--- src/rtl/wait_capture.sv ---
// wait_capture
// ------------
// Clocked two-stage delayed capture. When `enable` is sampled high in IDLE
// the block waits DLY_A cycles and then copies `b_in` into `a_out`. It waits
// a further DLY_C cycles, copies `d_in` into `c_out` and pulses `done`. It
// then holds in REARM until `enable` is seen low, so one enable window
// produces exactly one capture sequence.
//
// Parameters
//   WIDTH  data width of b_in/d_in/a_out/c_out
//   DLY_A  cycles from trigger edge to a_out load   (1 .. 2**CNT_W)
//   DLY_C  cycles from a_out load to c_out load     (1 .. 2**CNT_W)
//   CNT_W  delay counter width
//
// Ports
//   clk      in   rising-edge clock
//   rst      in   asynchronous, active-high reset
//   enable   in   level trigger, sampled only in IDLE and REARM
//   b_in     in   data captured into a_out
//   d_in     in   data captured into c_out
//   a_out    out  registered copy of b_in
//   c_out    out  registered copy of d_in
//   a_valid  out  set on the a_out load, cleared on the next trigger
//   c_valid  out  set on the c_out load, cleared on the next trigger
//   busy     out  high while waiting (WAIT_A and WAIT_C)
//   done     out  one-cycle pulse coincident with the c_out load
module wait_capture #(
  parameter int WIDTH = 8,
  parameter int DLY_A = 10,
  parameter int DLY_C = 10,
  parameter int CNT_W = 8
) (
  input  logic             clk,
  input  logic             rst,
  input  logic             enable,
  input  logic [WIDTH-1:0] b_in,
  input  logic [WIDTH-1:0] d_in,
  output logic [WIDTH-1:0] a_out,
  output logic [WIDTH-1:0] c_out,
  output logic             a_valid,
  output logic             c_valid,
  output logic             busy,
  output logic             done
);

  typedef enum logic [1:0] {
    IDLE   = 2'd0,
    WAIT_A = 2'd1,
    WAIT_C = 2'd2,
    REARM  = 2'd3
  } state_t;

  // The counter is loaded with DLY-1 so that a value of 0 on the trigger
  // edge still yields a full DLY cycles before the load edge.
  localparam logic [CNT_W-1:0] LOAD_A   = CNT_W'(DLY_A - 1);
  localparam logic [CNT_W-1:0] LOAD_C   = CNT_W'(DLY_C - 1);
  localparam logic [CNT_W-1:0] CNT_ZERO = {CNT_W{1'b0}};
  localparam logic [CNT_W-1:0] CNT_ONE  = {{(CNT_W-1){1'b0}}, 1'b1};
  localparam logic [WIDTH-1:0] DATA_ZERO = {WIDTH{1'b0}};

  state_t           state_r;
  logic [CNT_W-1:0] cnt_r;

  // Sequencer: state, delay counter and all registered outputs.
  always_ff @(posedge clk or posedge rst) begin
    if (rst) begin
      state_r <= IDLE;
      cnt_r   <= CNT_ZERO;
      a_out   <= DATA_ZERO;
      c_out   <= DATA_ZERO;
      a_valid <= 1'b0;
      c_valid <= 1'b0;
      busy    <= 1'b0;
      done    <= 1'b0;
    end else begin
      // done is a single-cycle strobe; only the c_out load raises it.
      done <= 1'b0;
      case (state_r)
        IDLE: begin
          // Level-sensitive: an enable already high on entry triggers here.
          if (enable) begin
            state_r <= WAIT_A;
            cnt_r   <= LOAD_A;
            a_valid <= 1'b0;
            c_valid <= 1'b0;
            busy    <= 1'b1;
          end else begin
            state_r <= IDLE;
          end
        end
        WAIT_A: begin
          // enable is deliberately ignored while waiting; no abort path.
          if (cnt_r != CNT_ZERO) begin
            cnt_r <= cnt_r - CNT_ONE;
          end else begin
            a_out   <= b_in;
            a_valid <= 1'b1;
            cnt_r   <= LOAD_C;
            state_r <= WAIT_C;
          end
        end
        WAIT_C: begin
          if (cnt_r != CNT_ZERO) begin
            cnt_r <= cnt_r - CNT_ONE;
          end else begin
            c_out   <= d_in;
            c_valid <= 1'b1;
            done    <= 1'b1;
            busy    <= 1'b0;
            state_r <= REARM;
          end
        end
        REARM: begin
          // Re-arm only after the enable window has closed.
          if (!enable) begin
            state_r <= IDLE;
          end else begin
            state_r <= REARM;
          end
        end
        default: begin
          state_r <= IDLE;
          busy    <= 1'b0;
        end
      endcase
    end
  end

endmodule

--- config.mk ---
export PLATFORM = sky130hd
export DESIGN_NAME = wait_capture
export DESIGN_NICKNAME = d
export VERILOG_FILES = /design/src/rtl/wait_capture.sv
export SDC_FILE = /design/constraint.sdc
export NUM_CORES = 1
export LEC_CHECK = 0
export CORE_ASPECT_RATIO = 1.5
export CORE_MARGIN = 3
export CORE_UTILIZATION = 51
export CTS_CLUSTER_SIZE = 10
export DETAILED_ROUTE_END_ITERATION = 8
export PLACE_DENSITY = 0.92
export SLEW_MARGIN = 10
export SYNTH_ARGS = -nofsm -noshare
export SYNTH_HDL_FRONTEND = slang
export SYNTH_SLANG_ARGS = --single-unit
--- constraint.sdc ---
create_clock -name clk -period 4.7 [get_ports clk]
set_input_delay 0.94 -clock clk [delete_from_list [all_inputs] [get_ports clk]]
set_output_delay 0.94 -clock clk [all_outputs]
set_load 0.05 [all_outputs]
# Yosys cells after proc, flatten, opt, wreduce, memory -nomap -nowiden
# Index checks and enable logic that the tools add are counted.
op_classes:
  bitwise_logic: 1
  add_sub_neg: 1
  n_eq_ne: 7
  reduce_logical: 11
  muxes: 18
op_table:
  columns: ["cell", "n"]
  rows:
  - ["2-to-1 mux 8 bit", 3]
  - ["case mux 8 bit (3 select lines)", 1]
  - ["AND reduction 3 bit", 3]
  - ["inequality test 2 bit, second input constant", 4]
  - ["case mux 2 bit (4 select lines)", 1]
  - ["nonzero test 8 bit", 1]
  - ["subtractor 8 x 1 -> 8 bit, second input constant", 1]
  - ["2-to-1 mux 1 bit", 7]
  - ["2-to-1 mux 2 bit", 3]
  - ["case mux 1 bit (2 select lines)", 3]
  - ["AND reduction 2 bit", 3]
  - ["equality test 2 bit, second input constant", 2]
  - ["nonzero test 2 bit", 2]
  - ["nonzero test 3 bit", 1]
  - ["equality test 2 x 1 -> 1 bit, second input constant", 1]
  - ["zero test 2 bit", 1]
  - ["NOT 1 bit", 1]
totals:
  word_cells: 46
  ff_bits: 30

# Logic depth before layout (Yosys ltp)
depth:
  ltp_word: 3
  mapped_depth: 7

# Worst setup path before layout
# No wires, ideal clock.
synth_timing:
  path_kind: "register to register"
  start: "register cnt_r[0]"
  end: "register c_out[0]"
  t_arrival_ps: 1807
  slack_ps: 2768
  required_time_ps: 4575
  synth_period_minus_slack_ps: 1932
  path_stages_with_launch: 7
  setup_time_ps: 125
  path_cell_list: "dfrtp_1 inv_1 ha_1 nor3b_1 and3_1 buf_6 mux2_2"
synth_between:
  elab_chain_cells: 3
synth_lines:
  columns: ["element", "line_no", "source"]
  rows:
  - ["from (decl)", "62", "logic [CNT_W-1:0] cnt_r;"]
  - ["from (signal assigned)", "94", "cnt_r <= cnt_r - CNT_ONE;"]
  - ["from (signal assigned)", "104", "cnt_r <= cnt_r - CNT_ONE;"]
  - ["nonzero test 8 bit", "103", "if (cnt_r != CNT_ZERO) begin"]
  - ["NOT 1 bit (no source line)", null, null]
  - ["AND reduction 2 bit (no source line)", null, null]
  - ["to (signal assigned)", "106", "c_out <= d_in;"]
  - ["to (decl)", "39", "output logic [WIDTH-1:0] c_out,"]
# Every way passes these cells.
# A chain may end at the register's enable or synchronous reset.

# Final worst setup path
layout_timing:
  start: "register a_valid"
  end: "output a_valid"
layout_rtl:
  columns: ["element", "line_no", "source"]
  rows:
  - ["from (decl)", "40", "output logic a_valid,"]
  - ["from (signal assigned)", "71", "a_valid <= 1'b0;"]
  - ["from (signal assigned)", "84", "a_valid <= 1'b0;"]
  - ["from (signal assigned)", "97", "a_valid <= 1'b1;"]
# No word-level cell between the ends.

==> key figures <==
Global routing
  – Global-route congestion overflow total: 0
  – Maximum number of pins on one net before global-route repair: 31
  – Via count of the first global-routing pass: 1306
  – Wire length of the first global-routing pass: between 5000 and 6000 um
  – Initial antenna violation count: 0
  – Global-route usage over all layers: 20.6%

Cells and area
  – Final Net Count: 195
  – ANT cells: 0
  – Filler cell count in the final layout: roughly 210
  – Summed area of non-filler cells in the final layout: about 2000 um^2
  – Area growth from synthesis to layout: 34.4%
  – Utilization after layout: between 70% and 80%
  – Share of post-route cells with drive strength above 1: between 10% and 20%

Timing
  – Setup TNS after final layout: 0 ns
  – Final clock period utilization by the worst path: between 50% and 60%
  – Fmax: between 400 and 500 MHz
  – Transition time at the pin with the least slew margin: 1.09 ns
  – Setup skew after layout: around 0.0027 ns
  – Rel. slew slack: a little over a quarter
  – Final setup viols: 0
  – Final number of max-transition violations: 0
  – Setup repair after global routing missed its margin: no
  – Final-report hold violation count: 0
  – Min Tclk post-route: 2.41 ns

Place
  – IO buf count: 38
  – RD Place Congestion: between 0.8 and 0.9
  – Instance area at placement: between 1500 and 2000 um^2
  – Half-perimeter wire length after detailed placement: roughly 2400 um

Power
  – Switching Share: roughly 47%
  – Leakage component of the power: between 0.8 and 0.9 nW
  – Switching component of the power: roughly 760 uW
  – Proportion of power drawn by flip-flops and latches: 29.3%
  – Combinational cell fraction of total power: between 50 and 60%
  – Peak VDD IR: about 0.00053 V
  – PwrDens: approximately 820 nW/um^2
  – Internal: 853 uW
  – Total power of the final layout: approximately 1.6 mW
  – Proportion of power drawn by the clock network: 13.2%

Synth
  – Part of the Yosys area used for sequential elements: about half
  – Synth area leader: sky130_fd_sc_hd__dfrtp_1
  – Most frequent cells after synthesis: sky130_fd_sc_hd__dfrtp_1, sky130_fd_sc_hd__mux2_2, sky130_fd_sc_hd__inv_1
  – Cell area after synthesis: approximately 1500 um^2
  – Syn Inst Count: 126
  – Number of synthesized register bits: 30
  – Prevailing post-synth register cell: sky130_fd_sc_hd__dfrtp_1
  – Netlist cell types: 40
  – Warnings from Yosys: 0
  – Fraction of registers with async set or reset after synthesis: 100%
  – Post-synth EDFFs: 0
  – Mapped Nets: 152
  – Most frequent cell after synthesis: sky130_fd_sc_hd__dfrtp_1
  – Share of the synthesized area in the top cell type: 51.0%
  – Syn avg cell area: roughly 12 um^2
  – Synth top area cells: sky130_fd_sc_hd__dfrtp_1, sky130_fd_sc_hd__mux2_2, sky130_fd_sc_hd__ha_1, sky130_fd_sc_hd__inv_1, sky130_fd_sc_hd__o21ai_0

Setup path
  – Delay-heaviest family, CP: buffers and inverters
  – Category of the critical setup timing path: flop to primary output
  – Required time at the worst-slack endpoint: ~3.8 ns
  – Category of the worst setup path capture point: primary output
  – Crit path launch type: flop
  – Count of cells along the worst register-to-register path: 5
  – Count of buffering cells on the critical path with inverters included: 1
  – Cell with the largest stage delay on the worst path: sky130_fd_sc_hd__clkdlybuf4s50_1
  – Crit path cell chain: clkdlybuf4s50_1
  – CP max FO: 3
  – Largest stage delay on the critical path: 0.81 ns
  – Stages on worst setup path: 1
  – Arrival time of the worst setup path: 1.47 ns

Clock network
  – Root Driver: sky130_fd_sc_hd__clkbuf_8
  – CTS Hold Buffers Added: 0
  – CTS tree: built
  – Sink Count: 30
  – Post-CTS setup buffer count: 0
  – # H-tree levels: 2
  – Number of buffers added by the clock tree synthesis step: 5
  – Maximum clock insertion buffer count: 2
  – Clock edge transition at the registers on the reported setup and hold paths: roughly 0.060 ns
  – Clock insertion delay at the later pin of the skew report: 0.28 ns
  – Post-cts sizing count: 0

Floorplanning
  – Floorplan die height: 71.8 um
  – Core outline area: between 2000 and 3000 um^2
  – Overall die area: approximately 3600 um^2
  – Die width: 49.9 um
  – Number of cell rows: 23
  – Starting utilization of the core area: a little over half
  – Number of top-level pins: 39

Route
  – Initial DRC Count: 21
  – Number of vias per cell after detailed routing: 5.50
  – Number of vias after detailed routing: between 1000 and 1500
  – Detailed Route WL: around 3100 um
  – Initial DRT Pass Iterations: 4
  – DRC viols: 0
  – Number of nets with antenna violations after routing: 0
  – Average wire length per cell after detail routing: about 15 um

Run
  – Max Cap Violations: 0

Hold path
  – Hold Path Depth: 1
  – Class of the worst hold path: flop to flop

Run status
  – Status: finished clean
stage by stage:
stage          cells  hold slack, ns  worst slack (ns)
2_1_floorplan    126           0.521              2.77
3_3_place_gp     199           0.487              2.16
3_5_place_dp     199           0.496              2.12
4_1_cts          207           0.510              2.28
5_1_grt          207           0.531              2.24
6_report         207           0.505              2.29
power groups by stage:
stage | clock network [mW] | logic (mW) | registers (mW)
after floorplan | 0 | 0.397 | 0.731
after global placement | 0 | 0.898 | 0.467
after detailed placement | 0 | 0.928 | 0.477
after CTS | 0.221 | 0.934 | 0.474
after global routing | 0.234 | 1.00 | 0.492
final | 0.214 | 0.930 | 0.474
routing by layer:
layer / track usage [%] / up-vias / wire, um
li1: - / 549 / -
met1: 21.5 / 541 / 1210
met2: 34.9 / 42 / 1580
met3: 8.11 / 7 / 240
met4: 11.4 / 0 / 64
met5: 0 / - / 0
cells by family after synthesis:
family,Yosys count,share of synthesized area (%)
adders and majority gates,7,5.95
AOI/OAI and AO/OA,32,14.9
DFF,30,51.0
buffers and inverters,12,3.57
and+or+nand+nor,29,12.3
muxes,16,12.2
area by class of cell:
| cell class | instances | area [um^2] | area share, % |
|---|---|---|---|
| Inverter | 10 | 37.5 | 1.90 |
| Clock buffer | 6 | 82.6 | 4.17 |
| Sequential cell | 30 | 751 | 38.0 |
| Tap cell | 37 | 46.3 | 2.34 |
| Multi-Input combinational cell | 84 | 668 | 33.8 |
| Timing Repair Buffer | 38 | 380 | 19.2 |
| Clock inverter | 2 | 12.5 | 0.633 |
flip-flops by register name (all words and copies together), names as in the netlist:
signal	cells
a_out	8
cnt_r	8
c_valid	1
state_r	2
busy	1
c_out	8
a_valid	1
done	1
placed cells by master, fill, tap and decap left out, drive strengths merged, types with 2 or more instances in the layout:
master / instances
nand2: 3
clkdlybuf4s50: 38
or4: 2
inv: 10
nor2: 8
dfrtp: 30
mux2: 16
clkbuf: 6
or3: 3
and3: 2
a21o: 2
o21ai: 8
a22oi: 5
ha: 7
nand4: 2
a21oi: 6
nor4: 2
path summary, 6_finish.rpt:
path,from,end,slack (ns)
setup reg to reg,cnt_r[0]$_DFFE_PP0P_,c_out[5]$_DFFE_PP0P_,2.34
hold reg to reg,a_out[0]$_DFFE_PP0P_,a_out[0]$_DFFE_PP0P_,0.51
min in group asynchronous,rst,c_out[5]$_DFFE_PP0P_,1.24
hold / removal,a_out[0]$_DFFE_PP0P_,a_out[0]$_DFFE_PP0P_,0.51
max in group asynchronous,rst,state_r[1]$_DFFE_PP0P_,2.81
setup / recovery,a_valid$_DFFE_PP0P_,a_valid,2.29
Power figures use the tool's default switching activity.
